`config.mk`:
```
export PLATFORM = sky130hd
export DESIGN_NAME = uart_rx
export DESIGN_NICKNAME = d
export VERILOG_FILES = /design/src/rtl/uart_rx.sv
export SDC_FILE = /design/constraint.sdc
export NUM_CORES = 1
export LEC_CHECK = 0
export BUFFER_PORTS_ARGS = -buffer_cell sky130_fd_sc_hd__buf_2
export CELL_PAD_IN_SITES_DETAIL_PLACEMENT = 0
export CELL_PAD_IN_SITES_GLOBAL_PLACEMENT = 1
export CORE_MARGIN = 8
export CORE_UTILIZATION = 45
export CTS_BUF_LIST = sky130_fd_sc_hd__clkbuf_8
export DETAILED_ROUTE_END_ITERATION = 12
export PLACE_DENSITY_LB_ADDON = 0.1
export SYNTH_ARGS = -nofsm -noshare
export SYNTH_HDL_FRONTEND = slang
export SYNTH_SLANG_ARGS = --single-unit
export TNS_END_PERCENT = 10
```
`constraint.sdc`:
```
create_clock -name clk -period 4.8 [get_ports clk]
set_clock_uncertainty 0.2 [all_clocks]
set_input_delay 0.72 -clock clk [delete_from_list [all_inputs] [get_ports clk]]
set_output_delay 0.72 -clock clk [all_outputs]
set_load 0.02 [all_outputs]
```
`src/rtl/uart_rx.sv`:
```
// uart_rx: UART receiver (1 start bit, gonbitsys data bits LSB first, c_stopbit stop bits).
// Optional macro UART_RX_MAJORITY_EN: 2-of-3 majority vote of rx_s at every sample point.
module uart_rx #(
   parameter int unsigned c_clkfreq  = 100_000_000,
   parameter int unsigned c_baudrate = 10_000_000,
   parameter int unsigned c_stopbit  = 2,
   parameter int unsigned gonbitsys  = 10
) (
   input  logic                 clk,
   input  logic                 rst,
   input  logic                 rx_i,
   output logic [gonbitsys-1:0] dout_o,
   output logic                 rx_done_tick_o,
   output logic                 frame_err_o
);

   localparam int unsigned N       = c_clkfreq / c_baudrate;
   localparam int unsigned H       = N / 2;
   localparam int unsigned TIMER_W = (N > 1) ? $clog2(N) : 1;
   localparam int unsigned CNT_MAX = (gonbitsys > c_stopbit) ? gonbitsys : c_stopbit;
   localparam int unsigned CNT_W   = (CNT_MAX > 1) ? $clog2(CNT_MAX) : 1;

   localparam logic [TIMER_W-1:0] TIMER_HALF = TIMER_W'(H - 1);
   localparam logic [TIMER_W-1:0] TIMER_LAST = TIMER_W'(N - 1);
   localparam logic [CNT_W-1:0]   DATA_LAST  = CNT_W'(gonbitsys - 1);
   localparam logic [CNT_W-1:0]   STOP_LAST  = CNT_W'(c_stopbit - 1);

   typedef enum logic [2:0] {
      S_IDLE      = 3'd0,
      S_START     = 3'd1,
      S_DATA      = 3'd2,
      S_STOP      = 3'd3,
      S_WAIT_HIGH = 3'd4
   } state_t;

   state_t               state, state_nxt;
   logic [TIMER_W-1:0]   bittimer, bittimer_nxt;
   logic [CNT_W-1:0]     bitcntr, bitcntr_nxt;
   logic [gonbitsys-1:0] shreg, shreg_nxt;
   logic [gonbitsys-1:0] dout_nxt;
   logic                 done_nxt;
   logic                 err_nxt;

   logic rx_meta;
   logic rx_s;
   logic sample_c;

   // two-flop synchronizer; idles high so reset never looks like a start bit
   always_ff @(posedge clk) begin
      if (rst) begin
         rx_meta <= 1'b1;
         rx_s    <= 1'b1;
      end else begin
         rx_meta <= rx_i;
         rx_s    <= rx_meta;
      end
   end

`ifdef UART_RX_MAJORITY_EN
   logic rx_d1;
   logic rx_d2;

   // history of the two cycles preceding the sample point
   always_ff @(posedge clk) begin
      if (rst) begin
         rx_d1 <= 1'b1;
         rx_d2 <= 1'b1;
      end else begin
         rx_d1 <= rx_s;
         rx_d2 <= rx_d1;
      end
   end

   assign sample_c = (rx_s & rx_d1) | (rx_s & rx_d2) | (rx_d1 & rx_d2);
`else
   assign sample_c = rx_s;
`endif

   // state and datapath registers
   always_ff @(posedge clk) begin
      if (rst) begin
         state          <= S_IDLE;
         bittimer       <= '0;
         bitcntr        <= '0;
         shreg          <= '0;
         dout_o         <= '0;
         rx_done_tick_o <= 1'b0;
         frame_err_o    <= 1'b0;
      end else begin
         state          <= state_nxt;
         bittimer       <= bittimer_nxt;
         bitcntr        <= bitcntr_nxt;
         shreg          <= shreg_nxt;
         dout_o         <= dout_nxt;
         rx_done_tick_o <= done_nxt;
         frame_err_o    <= err_nxt;
      end
   end

   // next-state and datapath logic
   always_comb begin
      state_nxt    = state;
      bittimer_nxt = bittimer;
      bitcntr_nxt  = bitcntr;
      shreg_nxt    = shreg;
      dout_nxt     = dout_o;
      done_nxt     = 1'b0;
      err_nxt      = 1'b0;

      case (state)
         S_IDLE: begin
            bittimer_nxt = '0;
            bitcntr_nxt  = '0;
            if (!rx_s) begin
               state_nxt = S_START;
            end
         end

         // confirm the start bit half a bit in; a high sample is a glitch
         S_START: begin
            if (bittimer == TIMER_HALF) begin
               bittimer_nxt = '0;
               state_nxt    = sample_c ? S_IDLE : S_DATA;
            end else begin
               bittimer_nxt = bittimer + TIMER_W'(1);
            end
         end

         S_DATA: begin
            if (bittimer == TIMER_LAST) begin
               bittimer_nxt = '0;
               shreg_nxt    = {sample_c, shreg[gonbitsys-1:1]};
               if (bitcntr == DATA_LAST) begin
                  bitcntr_nxt = '0;
                  state_nxt   = S_STOP;
               end else begin
                  bitcntr_nxt = bitcntr + CNT_W'(1);
               end
            end else begin
               bittimer_nxt = bittimer + TIMER_W'(1);
            end
         end

         // leave at mid last stop bit so the next start edge is not missed
         S_STOP: begin
            if (bittimer == TIMER_LAST) begin
               bittimer_nxt = '0;
               if (!sample_c) begin
                  err_nxt     = 1'b1;
                  bitcntr_nxt = '0;
                  state_nxt   = S_WAIT_HIGH;
               end else if (bitcntr == STOP_LAST) begin
                  dout_nxt    = shreg;
                  done_nxt    = 1'b1;
                  bitcntr_nxt = '0;
                  state_nxt   = S_IDLE;
               end else begin
                  bitcntr_nxt = bitcntr + CNT_W'(1);
               end
            end else begin
               bittimer_nxt = bittimer + TIMER_W'(1);
            end
         end

         // a stuck-low line must return high before another start is accepted
         S_WAIT_HIGH: begin
            bittimer_nxt = '0;
            bitcntr_nxt  = '0;
            if (rx_s) begin
               state_nxt = S_IDLE;
            end
         end

         default: begin
            bittimer_nxt = '0;
            bitcntr_nxt  = '0;
            state_nxt    = S_IDLE;
         end
      endcase
   end

endmodule

```
==> impl_metrics.sql, run 1 <==
INSERT INTO impl_metrics (metric_group, metric, value, unit) VALUES
('cells_and_area', 'antenna_cells_inserted', '0', ''),
('setup_path', 'timing.critical_path.to', 'shreg[5]', ''),
('logic_synthesis', 'netlist_top_cells_count', 'sky130_fd_sc_hd__dfxtp_1, sky130_fd_sc_hd__nor2_1, sky130_fd_sc_hd__mux2i_1', ''),
('clock_network', 'cts_buffers', '5', ''),
('place', 'pre_cts_ws', '2580', 'ps'),
('routing', 'post_drt_via_cell_ratio', '4.96', ''),
('status', 'status', 'finished clean', ''),
('logic_synthesis', 'synth_top_cell_by_area', 'sky130_fd_sc_hd__dfxtp_1', ''),
('pwr', 'leakage', '0.616', 'nW'),
('sta', 'final_max_slew_viol_count', '0', ''),
('setup_path', 'r2r-end', 'shreg[5]', ''),
('cells_and_area', 'finalNetCount', '174', ''),
('routing', 'finalWirelength', '2610', 'um'),
('clock_network', 'cts_resized', '0', ''),
('clock_network', 'clkSlewWorstSetupHoldPaths', '70', 'ps'),
('sta', 'actual_slew_at_the_worst_max_slew_pin', '947', 'ps'),
('sta', 'setup_viol', '0', ''),
('clock_network', 'max-clock-path-buffers', '2', ''),
('sta', 'finalHoldViolCount', '0', ''),
('global_routing', 'grt_pass1_vias', '1129', ''),
('setup_path', 'crit_required', '4750', 'ps'),
('floorplan', 'design.die.area', '5450', 'um2'),
('routing', 'post-route-drc-count', '0', ''),
('logic_synthesis', 'synth_async_sr_flop_share', '0', ''),
('floorplan', 'die_x', '73.8', 'um'),
('logic_synthesis', 'synthCells', '151', ''),
('logic_synthesis', 'synthesis.nets', '159', ''),
('clock_network', 'clock_tree_from_tritoncts', 'yes', ''),
('floorplan', 'floorplan.io_pins', '15', ''),
('place', 'dpl.hpwl', '1920', 'um'),
('sta', 'fmaxAchievable', '453', 'MHz'),
('setup_path', 'critical_r2r_launch', 'bittimer[0]', ''),
('setup_path', 'rrSetupSlack', '2590', 'ps'),
('floorplan', 'initial_core_util', '0.458', ''),
('clock_network', 'cts_hold_buffers', '0', ''),
('routing', 'detailroute.via_count', '1056', ''),
('clock_network', 'cts-htree-levels', '2', ''),
('logic_synthesis', 'synth_top_area_frac', '0.466', ''),
('place', 'placedCellCount', '205', ''),
('logic_synthesis', 'netlist-cell-type-count', '37', ''),
('logic_synthesis', 'ys.warnings.count', '0', ''),
('cells_and_area', 'fillerInstances', '322', ''),
('logic_synthesis', 'synth.most_common_cell', 'sky130_fd_sc_hd__dfxtp_1', ''),
('routing', 'post_drt_wl_per_cell', '12.2', 'um'),
('global_routing', 'first_pass_grt_wire_length', '4820', 'um'),
('pwr', 'p_total', '580', 'uW'),
('min_path', 'hold_path_class', 'register to register', ''),
('setup_path', 'cp.arrival', '2160', 'ps'),
('clock_network', 'clock_sink_count', '35', ''),
('logic_synthesis', 'syn-cell-area', '1500', 'um2'),
('sta', 'timing.setup.tns', '0', 'ps'),
('routing', 'final_antenna_net_count', '0', ''),
('logic_synthesis', 'synthesis.area_per_instance', '9.96', 'um2'),
('pwr', 'total_power_density_per_cell_area', '344', 'nW/um2'),
('setup_path', 'worst_setup_path_startpoint', 'bittimer[0]', ''),
('global_routing', 'grt_overflow', '0', ''),
('global_routing', 'grt_start_max_net_pins', '33', ''),
('floorplan', 'dieHeight', '73.8', 'um'),
('logic_synthesis', 'top_ff_cell_synth', 'sky130_fd_sc_hd__dfxtp_1', ''),
('setup_path', 'crit_path_start_kind', 'register', ''),
('clock_network', 'clockRootBuffer', 'sky130_fd_sc_hd__clkbuf_8', ''),
('sta', 'final.period_utilization', '0.460', ''),
('cells_and_area', 'layout-area-overhead-vs-synth', '12.1', '%'),
('setup_path', 'crit_path_max_fanout', '10', ''),
('sta', 'worst_slack', '2590', 'ps'),
('place', 'gp_congestion', '0.735', ''),
('pwr', 'ir_worst_vdd', '0.179', 'mV'),
('sta', 'post-route-min-period', '2210', 'ps'),
('global_routing', 'number_of_antenna_violations_at_the_first_check_in_global_routing', '0', ''),
('place', 'dpl_cell_area', '1600', 'um2'),
('logic_synthesis', 'netlist_top_cells_area', 'sky130_fd_sc_hd__dfxtp_1, sky130_fd_sc_hd__mux2i_1, sky130_fd_sc_hd__nor2_1', '');
power breakdown:
group | switching (mW) | total (mW) | internal [mW]
registers | 0.0163 | 0.315 | 0.299
clock network | 0.0963 | 0.194 | 0.0974
logic | 0.0389 | 0.0710 | 0.0321
per-layer routing:
metal	part of all wire	global-route usage
met4	0.025	0.0599
met5	0	0
met3	0.035	0.0341
met1	0.44	0.122
met2	0.49	0.198
critical path, stage by stage, from the launching register on:
cell	delay (ps)
sky130_fd_sc_hd__dfxtp_1	400
sky130_fd_sc_hd__ha_1	180
sky130_fd_sc_hd__nand3b_1	170
sky130_fd_sc_hd__nor3_2	800
sky130_fd_sc_hd__mux2i_1	280
sky130_fd_sc_hd__nor2_1	50
kinds of logic (layout without fill, tap and decap cells):
kind of cell / count (synthesis) / count (layout) / share of synthesized area
buffers and inverters: 14 / 30 / 0.0441
muxes: 21 / 21 / 0.141
and+or+nand+nor: 64 / 64 / 0.251
DFF: 35 / 35 / 0.466
adders and majority gates: 5 / 5 / 0.0416
xor gates and xnor gates: 3 / 3 / 0.0175
AOI/OAI and AO/OA: 9 / 9 / 0.0391
layout by cell type (no fill, tap or decap), types with 2 or more instances in the layout:
master / count
sky130_fd_sc_hd__nor4_1: 2
sky130_fd_sc_hd__or2_2: 2
sky130_fd_sc_hd__buf_2: 14
sky130_fd_sc_hd__a21oi_1: 4
sky130_fd_sc_hd__mux2i_1: 20
sky130_fd_sc_hd__nand2_1: 6
sky130_fd_sc_hd__or4_1: 2
sky130_fd_sc_hd__ha_1: 5
sky130_fd_sc_hd__nor2_1: 27
sky130_fd_sc_hd__nand3_1: 3
sky130_fd_sc_hd__nor3_1: 4
sky130_fd_sc_hd__xor2_1: 2
sky130_fd_sc_hd__a32o_1: 2
sky130_fd_sc_hd__clkbuf_8: 5
sky130_fd_sc_hd__nand3b_1: 3
sky130_fd_sc_hd__inv_1: 9
sky130_fd_sc_hd__dfxtp_1: 35
sky130_fd_sc_hd__or3b_1: 2
sequential cells by signal, summed over array words and instances (netlist names):
register	cells
bitcntr	4
bittimer	4
dout_o	10
frame_err_o	1
rx_done_tick_o	1
rx_meta	1
rx_s	1
shreg	10
state	3
worst min path at each step:
stage	end	slack, ps	depth (start not counted)
after floorplan	rx_s	190	1
after global routing	rx_s	240	1
after detailed placement	rx_s	210	1
after CTS	rx_s	230	1
after global placement	rx_s	200	1
final	rx_s	220	1
area by class of cell:
class	count	area, um2	share of cell area
Clock buffer	5	68.8	0.0408
Clock inverter	3	12.5	0.00742
Inverter	7	26.3	0.0156
Multi-Input combinational cell	102	742	0.440
Sequential cell	35	701	0.416
Tap cell	46	57.6	0.0341
Timing Repair Buffer	15	77.6	0.0460
No activity file was read; power rests on OpenSTA's default activity.
==> inputs of run 2 (changes only) <==
Settings changed: CORE_UTILIZATION 45 to 42.
Clock period 4.8 ns to 1.9 ns, I/O delays scaled along.
==> impl_metrics.sql, run 2 (synthesized netlist as in run 1, its figures left out) <==
INSERT INTO impl_metrics (metric_group, metric, value, unit) VALUES
('cells_and_area', 'finish.instance_area', '1960', 'um2'),
('sta', 'worst_slack', '-97.8', 'ps'),
('clock_network', 'cts-htree-levels', '2', ''),
('routing', 'initialDrtViolationCount', '43', ''),
('setup_path', 'worst_setup_path_end_kind', 'register', ''),
('routing', 'final_antenna_net_count', '0', ''),
('cells_and_area', 'area.sequential', '706', 'um2'),
('global_routing', 'grt_pass1_vias', '1072', ''),
('sta', 'finalHoldViolCount', '0', ''),
('routing', 'dr.pass1.iters', '4', ''),
('cells_and_area', 'layout-drive-gt1-share', '0.328', ''),
('cells_and_area', 'layout-area-overhead-vs-synth', '30.4', '%'),
('clock_network', 'max-clock-path-buffers', '2', ''),
('sta', 'hold_ws', '150', 'ps'),
('min_path', 'hold_path_class', 'input pin to register', ''),
('clock_network', 'clkSlewWorstSetupHoldPaths', '70', 'ps'),
('cells_and_area', 'final_cell_mix', 'sky130_fd_sc_hd__dfxtp_1, sky130_fd_sc_hd__nor2_1, sky130_fd_sc_hd__mux2i_1', ''),
('sta', 'fmaxAchievable', '501', 'MHz'),
('global_routing', 'grt_overflow', '0', ''),
('pwr', 'leakage', '0.750', 'nW'),
('global_routing', 'grt_start_max_net_pins', '18', ''),
('clock_network', 'clockRootBuffer', 'sky130_fd_sc_hd__clkbuf_8', ''),
('floorplan', 'fp-row-count', '21', ''),
('floorplan', 'floorplan.io_pins', '15', ''),
('sta', 'timing.setup.tns', '-222', 'ps'),
('sta', 'relSlewSlack', '0.737', ''),
('place', 'gp_congestion', '0.751', ''),
('clock_network', 'clock_sink_count', '35', ''),
('cells_and_area', 'post-route-util', '0.578', ''),
('clock_network', 'cts_buffers', '5', ''),
('cells_and_area', 'finalNetCount', '193', ''),
('setup_path', 'crit_path_max_fanout', '8', ''),
('place', 'io_buffers', '14', ''),
('floorplan', 'dieHeight', '75.8', 'um'),
('setup_path', 'crit_required', '1920', 'ps'),
('clock_network', 'clock_tree_from_tritoncts', 'yes', ''),
('status', 'violated_checks', 'negative setup slack', ''),
('cells_and_area', 'antenna_cells_inserted', '0', ''),
('setup_path', 'cp.arrival', '2020', 'ps'),
('clock_network', 'clock_latency_of_the_later_clocked_register_in_the_worst_skew_pair', '280', 'ps'),
('sta', 'grt_setup_unrepaired', 'true', ''),
('setup_path', 'crit_path_start_kind', 'register', ''),
('routing', 'post-route-drc-count', '0', ''),
('floorplan', 'die_x', '75.8', 'um'),
('sta', 'setup_viol', '4', ''),
('flow_run', 'count_of_max_cap_constraint_violations', '0', ''),
('floorplan', 'initial_core_util', '0.444', ''),
('clock_network', 'cts_post_setup_buffers_inserted', '0', ''),
('place', 'dpl.hpwl', '1970', 'um'),
('routing', 'post_drt_wl_per_cell', '12.1', 'um'),
('global_routing', 'first_pass_grt_wire_length', '4680', 'um'),
('setup_path', 'worstSetupPathType', 'register to register', ''),
('cells_and_area', 'fillerInstances', '300', ''),
('global_routing', 'grt_use_total', '0.108', ''),
('pwr', 'total_power_density_per_cell_area', '954', 'nW/um2'),
('sta', 'post-route-min-period', '2000', 'ps'),
('cells_and_area', 'largestRegisters', 'dout_o (10), shreg (10)', ''),
('routing', 'detailroute.via_count', '1123', ''),
('global_routing', 'number_of_antenna_violations_at_the_first_check_in_global_routing', '0', ''),
('sta', 'final_max_slew_viol_count', '0', ''),
('cells_and_area', 'layout_commonest_cell', 'sky130_fd_sc_hd__dfxtp_1', ''),
('cells_and_area', 'multi_input_comb_area', '792', 'um2'),
('sta', 'actual_slew_at_the_worst_max_slew_pin', '392', 'ps'),
('routing', 'finalWirelength', '2800', 'um'),
('place', 'pre_cts_ws', '-144', 'ps'),
('floorplan', 'design.die.area', '5750', 'um2'),
('status', 'status', 'finished with violations', ''),
('floorplan', 'core-area', '3390', 'um2'),
('pwr', 'ir_worst_vdd', '0.542', 'mV'),
('place', 'dpl_cell_area', '1780', 'um2'),
('routing', 'post_drt_via_cell_ratio', '4.84', ''),
('sta', 'final.period_utilization', '1.05', '');
-- run 2: path summary, 6_finish.rpt --
check / from / endpoint / slack [ps] / cells past startpoint
worst max-delay path: bitcntr[1] / bitcntr[3] / -100 / 6
worst min-delay path: rst / dout_o[8] / 150 / 2
worst max register to register: bitcntr[1] / bitcntr[3] / -100 / 6
worst min register to register: rx_meta / rx_s / 210 / 1
-- run 2: critical path: stages, from the launching register on --
cell and delay [ps]:
sky130_fd_sc_hd__dfxtp_2 340, sky130_fd_sc_hd__inv_2 40, sky130_fd_sc_hd__ha_4 150, sky130_fd_sc_hd__and4bb_2 240, sky130_fd_sc_hd__nor4b_4 370, sky130_fd_sc_hd__or4b_1 470
sky130_fd_sc_hd__a31oi_1 130
-- run 2: power breakdown --
group,internal (mW),leakage [nW],switching (mW)
Clock,0.523,0.0644,0.274
Combinational,0.153,0.401,0.142
Sequential,0.756,0.285,0.0227
Total,1.43,0.750,0.439
-- run 2: layout make-up --
cell class / instances / area share
inverters: 7 / 0.0134
clock inverters: 3 / 0.0345
repair buffers: 34 / 0.124
flip-flops and latches: 35 / 0.360
multi-input cells: 102 / 0.404
clock buffers: 5 / 0.0351
well taps: 46 / 0.0294
-- run 2: repair_timing --
item / in CTS / in global routing
resized for setup: 6 / 4
setup endpoints to repair: 20 / 26
endpoints found under the hold margin: 1 / 0
pin swaps: 2 / 5
hold buffers: 1 / 0
-- run 2: routing by layer --
layer  share of wire  global-route usage  wire (um)
met1            0.47               0.122       1330
met2            0.46               0.177       1300
met3           0.046              0.0408        128
met4           0.014              0.0448         38
met5               0                   0          0
-- run 2: metrics by stage --
step / std cells / total power [mW]
2_1_floorplan: 151 / 0.979
3_3_place_gp: 223 / 1.08
3_5_place_dp: 223 / 1.08
4_1_cts: 232 / 1.89
5_1_grt: 232 / 1.96
6_report: 232 / 1.87
